**src/rtl/frame_loader_pkg.sv**
```systemverilog
// Shared constants and types for the byte-to-frame loader feeding the 4-lane max comparator.
package frame_loader_pkg;

  localparam int DATA_W_DEF = 8;
  localparam int LANES      = 4;
  localparam int CNT_W      = 16;

  typedef enum logic [0:0] {
    FILL = 1'b0,
    HOLD = 1'b1
  } state_t;

  typedef logic [1:0] lane_idx_t;

endpackage

```
**src/rtl/frame_loader_idle_timer.sv**
```systemverilog
// Idle-cycle timer that closes a partial frame once the upstream has been quiet too long.
module frame_loader_idle_timer #(
  parameter int TIMEOUT_CYC = 16
) (
  input  logic clk,
  input  logic reset,
  input  logic clear,
  input  logic run,
  output logic expired
);

  logic [7:0] r_timer;

  always_ff @(posedge clk or posedge reset) begin
    if (reset) begin
      r_timer <= '0;
    end else if (clear) begin
      r_timer <= '0;
    end else if (run) begin
      r_timer <= r_timer + 1'b1;
    end
  end

  // Fires on the idle cycle whose edge brings the count to TIMEOUT_CYC.
  assign expired = run && (r_timer == 8'(TIMEOUT_CYC - 1));

endmodule

```
**src/rtl/frame_loader.sv**
```systemverilog
// Packs 4 accepted bytes (or fewer, closed by in_last) into one frame for the max comparator.
// Optional partial-frame flush on idle is enabled with `define FRAME_LOADER_TIMEOUT_EN.
module frame_loader
  import frame_loader_pkg::*;
#(
  parameter int DATA_W = DATA_W_DEF
`ifdef FRAME_LOADER_TIMEOUT_EN
  , parameter int TIMEOUT_CYC = 16
`endif
) (
  input  logic              clk,
  input  logic              reset,
  input  logic              in_valid,
  input  logic [DATA_W-1:0] in_data,
  input  logic              in_last,
  output logic              in_ready,
  output logic [DATA_W-1:0] lane_data_0,
  output logic [DATA_W-1:0] lane_data_1,
  output logic [DATA_W-1:0] lane_data_2,
  output logic [DATA_W-1:0] lane_data_3,
  output logic              frame_valid,
  input  logic              frame_ready,
  output logic [CNT_W-1:0]  frame_count
);

  state_t            r_state;
  lane_idx_t         r_idx;
  logic [DATA_W-1:0] r_buf [LANES];
  logic [CNT_W-1:0]  r_frame_count;

  logic w_accept;
  logic w_close;
  logic w_handoff;
  logic w_timeout;

  assign in_ready    = (r_state == FILL);
  assign frame_valid = (r_state == HOLD);
  assign w_accept    = in_valid && in_ready;
  assign w_close     = w_accept && ((r_idx == lane_idx_t'(LANES - 1)) || in_last);
  assign w_handoff   = frame_valid && frame_ready;

`ifdef FRAME_LOADER_TIMEOUT_EN
  logic w_timer_clear;

  assign w_timer_clear = w_accept || (r_state == HOLD) || (r_idx == '0);

  frame_loader_idle_timer #(
    .TIMEOUT_CYC (TIMEOUT_CYC)
  ) u_idle_timer (
    .clk     (clk),
    .reset   (reset),
    .clear   (w_timer_clear),
    .run     (!w_timer_clear),
    .expired (w_timeout)
  );
`else
  assign w_timeout = 1'b0;
`endif

  // NOTE: the 4-entry buffer is reset explicitly so lanes and padding are defined from the first frame.
  always_ff @(posedge clk or posedge reset) begin
    if (reset) begin
      r_state       <= FILL;
      r_idx         <= '0;
      r_frame_count <= '0;
      for (int i = 0; i < LANES; i++) r_buf[i] <= '0;
    end else begin
      case (r_state)
        FILL: begin
          if (w_accept) begin
            r_buf[r_idx] <= in_data;
            if (w_close) begin
              for (int i = 0; i < LANES; i++)
                if (lane_idx_t'(i) > r_idx) r_buf[i] <= '0;
              r_idx   <= '0;
              r_state <= HOLD;
            end else begin
              r_idx <= r_idx + 1'b1;
            end
          end else if (w_timeout) begin
            // Unfilled slots start at r_idx on a flush.
            for (int i = 0; i < LANES; i++)
              if (lane_idx_t'(i) >= r_idx) r_buf[i] <= '0;
            r_idx   <= '0;
            r_state <= HOLD;
          end
        end
        HOLD: begin
          if (w_handoff) begin
            for (int i = 0; i < LANES; i++) r_buf[i] <= '0;
            r_frame_count <= r_frame_count + 1'b1;
            r_state       <= FILL;
          end
        end
        default: r_state <= FILL;
      endcase
    end
  end

  // Lanes are register outputs gated by state, so idle cycles present zeros to the comparator.
  assign lane_data_0 = frame_valid ? r_buf[0] : '0;
  assign lane_data_1 = frame_valid ? r_buf[1] : '0;
  assign lane_data_2 = frame_valid ? r_buf[2] : '0;
  assign lane_data_3 = frame_valid ? r_buf[3] : '0;
  assign frame_count = r_frame_count;

endmodule

```
**config.mk**
```make
export PLATFORM = sky130hd
export DESIGN_NAME = frame_loader
export DESIGN_NICKNAME = d
export VERILOG_FILES = /design/src/rtl/frame_loader_pkg.sv /design/src/rtl/frame_loader_idle_timer.sv /design/src/rtl/frame_loader.sv
export SDC_FILE = /design/constraint.sdc
export NUM_CORES = 1
export LEC_CHECK = 0
export ABC_AREA = 1
export CAP_MARGIN = 20
export CORE_MARGIN = 5
export CORE_UTILIZATION = 25
export CTS_CLUSTER_DIAMETER = 200
export DETAILED_ROUTE_END_ITERATION = 16
export PLACE_DENSITY = 0.5
export SKIP_CTS_REPAIR_TIMING = 1
export SLEW_MARGIN = 5
export SYNTH_ARGS = -nofsm -noshare
export SYNTH_HDL_FRONTEND = slang
export SYNTH_SLANG_ARGS = --single-unit
export TNS_END_PERCENT = 10
```
**constraint.sdc**
```tcl
create_clock -name clk -period 1.5 [get_ports clk]
set_input_delay 0.15 -clock clk [delete_from_list [all_inputs] [get_ports clk]]
set_output_delay 0.15 -clock clk [all_outputs]
set_load 0.05 [all_outputs]
```
Word-level counts from Yosys, hierarchy flattened
Index checks and enable logic that the tools add are counted.

cells by class
  add/sub/neg operators = 2
  $mul = 0
  divide/modulo/power cells = 0
  order comparisons = 6
  eq/ne operators = 3
  shift operators = 0
  muxes and demuxes = 20
  bitwise gates (word level) = 2
  reduce and logical (&&, ||, !) cells = 8

operators by type and width
  operator                                                                  number
  32-bit 2-to-1 mux                                                         3
  8-bit 2-to-1 mux                                                          9
  32-bit case mux with 2 select lines                                       1
  32-bit bitwise mux                                                        1
  16-bit by 1-bit adder with 16-bit output (second input constant)          1
  8-bit demux with 2-bit select                                             1
  2-bit AND reduction                                                       3
  1-bit by 2-bit > comparator with 1-bit output (first input constant)      2
  2-bit > comparator (first input constant)                                 2
  1-bit logical AND                                                         4
  2-bit by 1-bit inequality test with 1-bit output (second input constant)  2
  3-bit >= comparator (second input constant)                               1
  3-bit by 1-bit < comparator with 1-bit output (second input constant)     1
  1-bit 2-to-1 mux                                                          3
  2-bit inverter with 3-bit output                                          1
  2-bit by 1-bit adder with 2-bit output (second input constant)            1
  2-bit equality test (second input constant)                               1
  2-bit 2-to-1 mux                                                          1
  1-bit case mux with 2 select lines                                        1
  1-bit logical OR                                                          1
  1-bit inverter                                                            1

word-level totals
  flip-flop bits (word level) = 51
  bits in latches = 0
  memory bits (writable) = 0
  ROM bits = 0
  input port bits = 13
  output and inout port bits = 50
  memories kept = 0

Longest topological paths before layout
Gate-level depths: netlist of run 1.

  depth after elaboration = 10
  depth in mapped cells = 8

Worst setup path after synthesis of run 1
Ideal clock, no wire load.

  path kind = flip-flop to output port
  start = register r_state, in the netlist frame_valid
  end = output lane_data_0[2]
  data arrival time = 1.515 ns
  required time = 1.350 ns
  setup slack = -0.165 ns
  stages on the path, launching flop included = 5
  buffers on the path = 2
  path through = dfrtp_1 > buf_6 > buf_1 > nand2_1 > inv_1

between the ends
  word-level cells in the longest chain between the ends = 1

ends and longest elaborated chain
  what                      line                 text
  start: declaration        frame_loader.sv:26   state_t r_state;
  start signal: assignment  frame_loader.sv:63   r_state <= FILL;
  start signal: assignment  frame_loader.sv:76   r_state <= HOLD;
  start signal: assignment  frame_loader.sv:85   r_state <= HOLD;
  8-bit 2-to-1 mux          frame_loader.sv:101  assign lane_data_0 = frame_valid ? r_buf[0] : '0;
  end: declaration          frame_loader.sv:17   output logic [DATA_W-1:0] lane_data_0,

Every way passes these cells.

Worst setup path after layout of run 1
  start = register r_state, in the netlist frame_valid
  end = output lane_data_0[3]

The elaborated chain is that of the path after synthesis.

==> results of run 1 <==
cell families after synthesis:
logic type,after synthesis,share of synthesized area
AOI/OAI and AO/OA,56,0.113
xor gates and xnor gates,8,0.0260
adders and majority gates,6,0.0279
buffers and inverters,87,0.131
DFF,51,0.474
muxes,1,0.00418
and+or+nand+nor,136,0.224
through the flow:
stage                util  instance area (µm²)
floorplan               -                 2700
global placement    0.369                 3850
detailed placement  0.369                 3850
CTS                 0.379                 3950
global route        0.383                 3990
finish              0.383                 3990
registers in the layout (all words and copies together), names as in the netlist:
| register | cells |
|---|---|
| r_idx | 2 |
| frame_count | 16 |
| frame_valid | 1 |
| r_buf | 32 |
synth_stat cells:
library cell / instances / area share
ha_1: 6 / 0.028
clkbuf_1: 2 / 0.0028
nor2_8: 1 / 0.0074
or2_2: 1 / 0.0023
o21ai_2: 1 / 0.0033
nor2_1: 11 / 0.015
buf_4: 2 / 0.0056
o22ai_1: 16 / 0.037
nor2_4: 2 / 0.0084
dfrtp_1: 51 / 0.47
nand2_1: 89 / 0.12
nor3_1: 2 / 0.0037
a21oi_1: 2 / 0.0037
buf_2: 3 / 0.0056
xnor2_1: 6 / 0.020
xor2_1: 2 / 0.0065
nand2_4: 1 / 0.0042
inv_1: 75 / 0.10
buf_1: 3 / 0.0042
buf_6: 2 / 0.0084
mux2_2: 1 / 0.0042
nand3b_1: 1 / 0.0028
nand3_1: 23 / 0.043
nand4_1: 3 / 0.0070
nand2_2: 1 / 0.0023
nor3_2: 1 / 0.0037
o21ai_0: 35 / 0.065
o21ai_1: 2 / 0.0037
per-layer routing:
metal | part of all wire | GRT usage | vias up
met5 | 0 | 0 | -
met4 | 0.0054 | 0.0214 | 0
met3 | 0.064 | 0.0260 | 4
met2 | 0.46 | 0.179 | 60
met1 | 0.47 | 0.160 | 1117
li1 | - | - | 1209
worst max-delay path by stage:
stage | slack, ns | start | depth (start not counted) | to
2_1_floorplan | -0.03 | frame_valid | 4 | lane_data_0[2]
3_3_place_gp | 0.04 | in_last | 4 | frame_valid
3_5_place_dp | -0.008 | in_valid | 6 | r_buf[5]
4_1_cts | -0.12 | frame_valid | 4 | lane_data_0[6]
5_1_grt | 0.006 | r_idx[0] | 6 | r_buf[9]
6_report | 0.08 | frame_valid | 4 | lane_data_0[3]
where the power goes:
part / switching, mW / total, mW / leakage [nW] / internal, mW
Clock: 0.454 / 0.876 / 0.0515 / 0.422
Combinational: 1.93 / 3.34 / 1.30 / 1.42
Sequential: 0.370 / 2.22 / 0.665 / 1.85
Total: 2.75 / 6.44 / 2.02 / 3.69
area by class of cell:
cell class	count	area, µm²
repair buffers	78	1080
multi-input cells	207	1080
inverters	75	289
fillers	1077	6420
well taps	136	170
clock buffers	8	100
flip-flops and latches	51	1280
tightest hold or removal path: stages:
cell and delay, ns:
clkdlybuf4s50_1 0.41, inv_2 0.07, buf_12 0.25
==> impl_metrics.tcl, run 1 <==
set metrics [dict create \
    finalCritPeriodShare 0.950 \
    yosys_warnings 0 \
    status "finished, final reports clean" \
    drcViolationCount 0 \
    worstMarginPinSlew_ns 0.304 \
    rsz0062_at_grt "false" \
    cp-start-kind "flop" \
    crit_type "reg2out" \
    r2r_end "r_buf[5]" \
    crit_path_max_fanout 15 \
    rrSetupSlack_ns 0.10 \
    syn_inst 345 \
    worstReg2RegStart "r_idx[1]" \
    power_leakage_nw 2.02 \
    ant_nets 0 \
    dieArea_um2 12900 \
    arrival_ns 1.27 \
    coreArea_um2 10400 \
    placedCellCount 544 \
    cp_slowest_cell "dfrtp_2" \
    die_y_um 114 \
    slowest_delay_ns 0.47 \
    n_antenna_cell 0 \
    mostFrequentLayoutCells "84 x nand2_1, 72 x inv_1, 48 x dfrtp_1" \
    critPathBufInv 3 \
    critPathTopFamily "flip-flops" \
    placementRows 37 \
    finalWirelength_um 7200 \
    fin_nets 437 \
    grt_pass1_vias 2371 \
    power_mw 6.44 \
    clock_sinks 51 \
    slew_violations 0 \
    hp-class "in2async" \
    grt-ovfl-total 0 \
    grt_max_degree 52 \
    max_cap_viol_count 0 \
    finalSetupViolCount 0 \
    cts_root_buf "clkbuf_8" \
    clk_pin_slew_ns 0.09 \
    syn_area_um2 2690 \
    io_pins 63 \
    start_util 0.258 \
    insertion_delay_ns 0.30 \
    reg2regPathDepth 5 \
    syn-num-nets 364 \
    die_w_um 114 \
    synth.avg_cell_area_um2 7.80 \
    clk_path_buf_depth 2 \
    cts-buffers-inserted 5 \
    htree_num_levels 2 \
    firstDrtPassIters 4 \
    max_slew_margin 0.796 \
    wl_per_cell_um 13.0 \
    gp_congestion 0.871 \
    fin_skew_ns 0.00611 \
    cts_tree "yes" \
    via_count 2390 \
    fmax_mhz 702 \
    ys_seq_elements 51 \
    yosys.cell_types.count 28 \
    ir_drop_mv 0.779 \
    via_per_inst 4.31 \
    io_buffers 62 \
    antenna_found_initial 0 \
    area_delta_synth_final_pct 48.3 \
    hold_violations 0 \
    path_cells "buf_8, nand2_2, clkinvlp_4, buf_12" \
    ys_seq_area_frac 0.474 \
    power.density_nw_per_um2 1610 \
    grt_util_all_layers 0.113 \
    final_cells 555 \
    layout_setup_ws_ns 0.0756 \
    dp.final_hpwl_um 5280 \
    drt_iter0_drc 146 \
    required_ns 1.35 \
    mostFrequentLayoutCell "nand2_1" \
    whs_ns 0.192 \
    period_needed_ns 1.42 \
    crit_path_end_kind "output pin" \
    setup-tns-final_ns 0 \
    preCtsSetupSlack_ns -0.00776 \
    drive_gt1_frac 0.222 \
    grt_first_pass_wirelength_um 11900 \
]
No activity file was read; power rests on OpenSTA's default activity.
==> inputs of run 2 (changes only) <==
--- a/config.mk
+++ b/config.mk
@@ -7,7 +7,6 @@
 export LEC_CHECK = 0
 export ABC_AREA = 1
 export CAP_MARGIN = 20
-export CORE_MARGIN = 5
 export CORE_UTILIZATION = 25
 export CTS_CLUSTER_DIAMETER = 200
 export DETAILED_ROUTE_END_ITERATION = 16
==> run 2 against run 1 <==
Clock power shrank 7.0%; clock-buffer cell count down 2; combinational power about the same; sequential share of layout area fell by 0.19 points; via count increased by 1.7%; highest routed layer unchanged.
==> impl_metrics.tcl, run 2 (synthesized netlist as in run 1, its figures left out) <==
set metrics [dict create \
    critPathLaunch "frame_valid" \
    grt_max_degree 36 \
    fin_nets 440 \
    clk_path_buf_depth 2 \
    gp_congestion 0.804 \
    arrival_ns 1.27 \
    cts-buffers-inserted 5 \
    grt_pass1_vias 2317 \
    grt_util_all_layers 0.126 \
    drt_iter0_drc 82 \
    power_mw 6.38 \
    cp-start-kind "flop" \
    die_y_um 106 \
    regMostFlops "r_buf" \
    area_delta_synth_final_pct 49.2 \
    wl_per_cell_um 12.2 \
    dieArea_um2 11200 \
    cts_tree "yes" \
    status "finished, final reports clean" \
    rsz0062_at_grt "false" \
    critPathTopFamily "flip-flops" \
    slowest_delay_ns 0.47 \
    antenna_found_initial 0 \
    via_per_inst 4.36 \
    whs_ns 0.188 \
    dp.final_hpwl_um 5070 \
    slew_violations 0 \
    cp.depth 4 \
    hold_violations 0 \
    fin_skew_ns 0.00921 \
    insertion_delay_ns 0.30 \
    final_cells 557 \
    clk_pin_slew_ns 0.09 \
    reg2regPathDepth 5 \
    start_util 0.260 \
    layout_setup_ws_ns 0.0809 \
    finalWirelength_um 6770 \
    power.density_nw_per_um2 1590 \
    max_slew_margin 0.827 \
    period_needed_ns 1.42 \
    io_buffers 62 \
    coreArea_um2 10400 \
    mostFrequentLayoutCells "84 x nand2_1, 72 x inv_1, 48 x dfrtp_1" \
    mostFrequentLayoutCell "nand2_1" \
    rrSetupSlack_ns 0.10 \
    crit_type "reg2out" \
    worstReg2RegStart "r_idx[0]" \
    die_w_um 106 \
    placedCellCount 547 \
    max_cap_viol_count 0 \
    finalCritPeriodShare 0.946 \
    crit_path_end "lane_data_1[1]" \
    fmax_mhz 705 \
    ir_drop_mv 0.909 \
    via_count 2431 \
    path_cells "buf_6, nand2_2, clkinvlp_4, buf_12" \
    io_pins 63 \
    drive_gt1_frac 0.228 \
    nFillCells 1055 \
    largest_reg_flops 32 \
    grt_first_pass_wirelength_um 11200 \
    required_ns 1.35 \
    crit_path_end_kind "output pin" \
    cts_root_buf "clkbuf_8" \
    critPathBufInv 3 \
    clock_sinks 51 \
    preCtsSetupSlack_ns 0.000861 \
    firstDrtPassIters 4 \
    fin_util 0.387 \
    placementRows 37 \
    cp_slowest_cell "dfrtp_2" \
    power_leakage_nw 2.04 \
    grt-ovfl-total 0 \
    finalSetupViolCount 0 \
    hp-class "in2async" \
    ant_nets 0 \
    drcViolationCount 0 \
    n_antenna_cell 0 \
    worstMarginPinSlew_ns 0.259 \
    crit_path_max_fanout 12 \
    htree_num_levels 2 \
    r2r_end "r_buf[22]" \
]
-- run 2: worst min path at each step --
| stage | startpoint | endpoint | slack, ns | cells after the start |
|---|---|---|---|---|
| after floorplan | frame_ready | frame_valid | 0.24 | 1 |
| after global placement | frame_count[15] | frame_count[15] | 0.48 | 2 |
| after detailed placement | frame_count[15] | frame_count[15] | 0.49 | 2 |
| after CTS | reset | r_buf[25] | 0.19 | 3 |
| after global routing | reset | r_buf[24] | 0.21 | 3 |
| final | reset | r_buf[25] | 0.19 | 3 |
-- run 2: report_power, final --
| group | switching [mW] | total (mW) | internal (mW) |
|---|---|---|---|
| clock network | 0.451 | 0.815 | 0.363 |
| logic | 1.91 | 3.33 | 1.43 |
| registers | 0.379 | 2.23 | 1.85 |
| total | 2.74 | 6.38 | 3.64 |
-- run 2: routing by layer --
metal / wire, µm / up-vias / GRT usage
li1: - / 1216 / -
met1: 3300 / 1137 / 0.176
met2: 3090 / 69 / 0.200
met3: 317 / 9 / 0.0235
met4: 61 / 0 / 0.0308
met5: 0 / - / 0
-- run 2: through the flow --
stage | setup TNS [ns] | area (µm²)
after floorplan | -0.602 | 2700
after global placement | 0 | 3880
after detailed placement | 0 | 3880
after CTS | -2.93 | 3970
after global routing | 0 | 4020
final | 0 | 4020
-- run 2: cell type report --
cell class | instances | area (µm²) | area share
clock buffers | 6 | 82.6 | 0.0206
repair buffers | 81 | 1110 | 0.276
flip-flops and latches | 51 | 1280 | 0.319
multi-input cells | 207 | 1080 | 0.269
clock inverters | 1 | 5.00 | 0.00125
inverters | 75 | 289 | 0.0720
well taps | 136 | 170 | 0.0424
-- run 2: worst register-to-register path: cells and delay by family, from the launching register on --
family	cells	cell delay, ns
AO/OA/AOI/OAI	1	0.15
adder cells (fa/ha/maj)	1	0.22
AND/OR/NAND/NOR	3	0.53
flip-flops	1	0.43
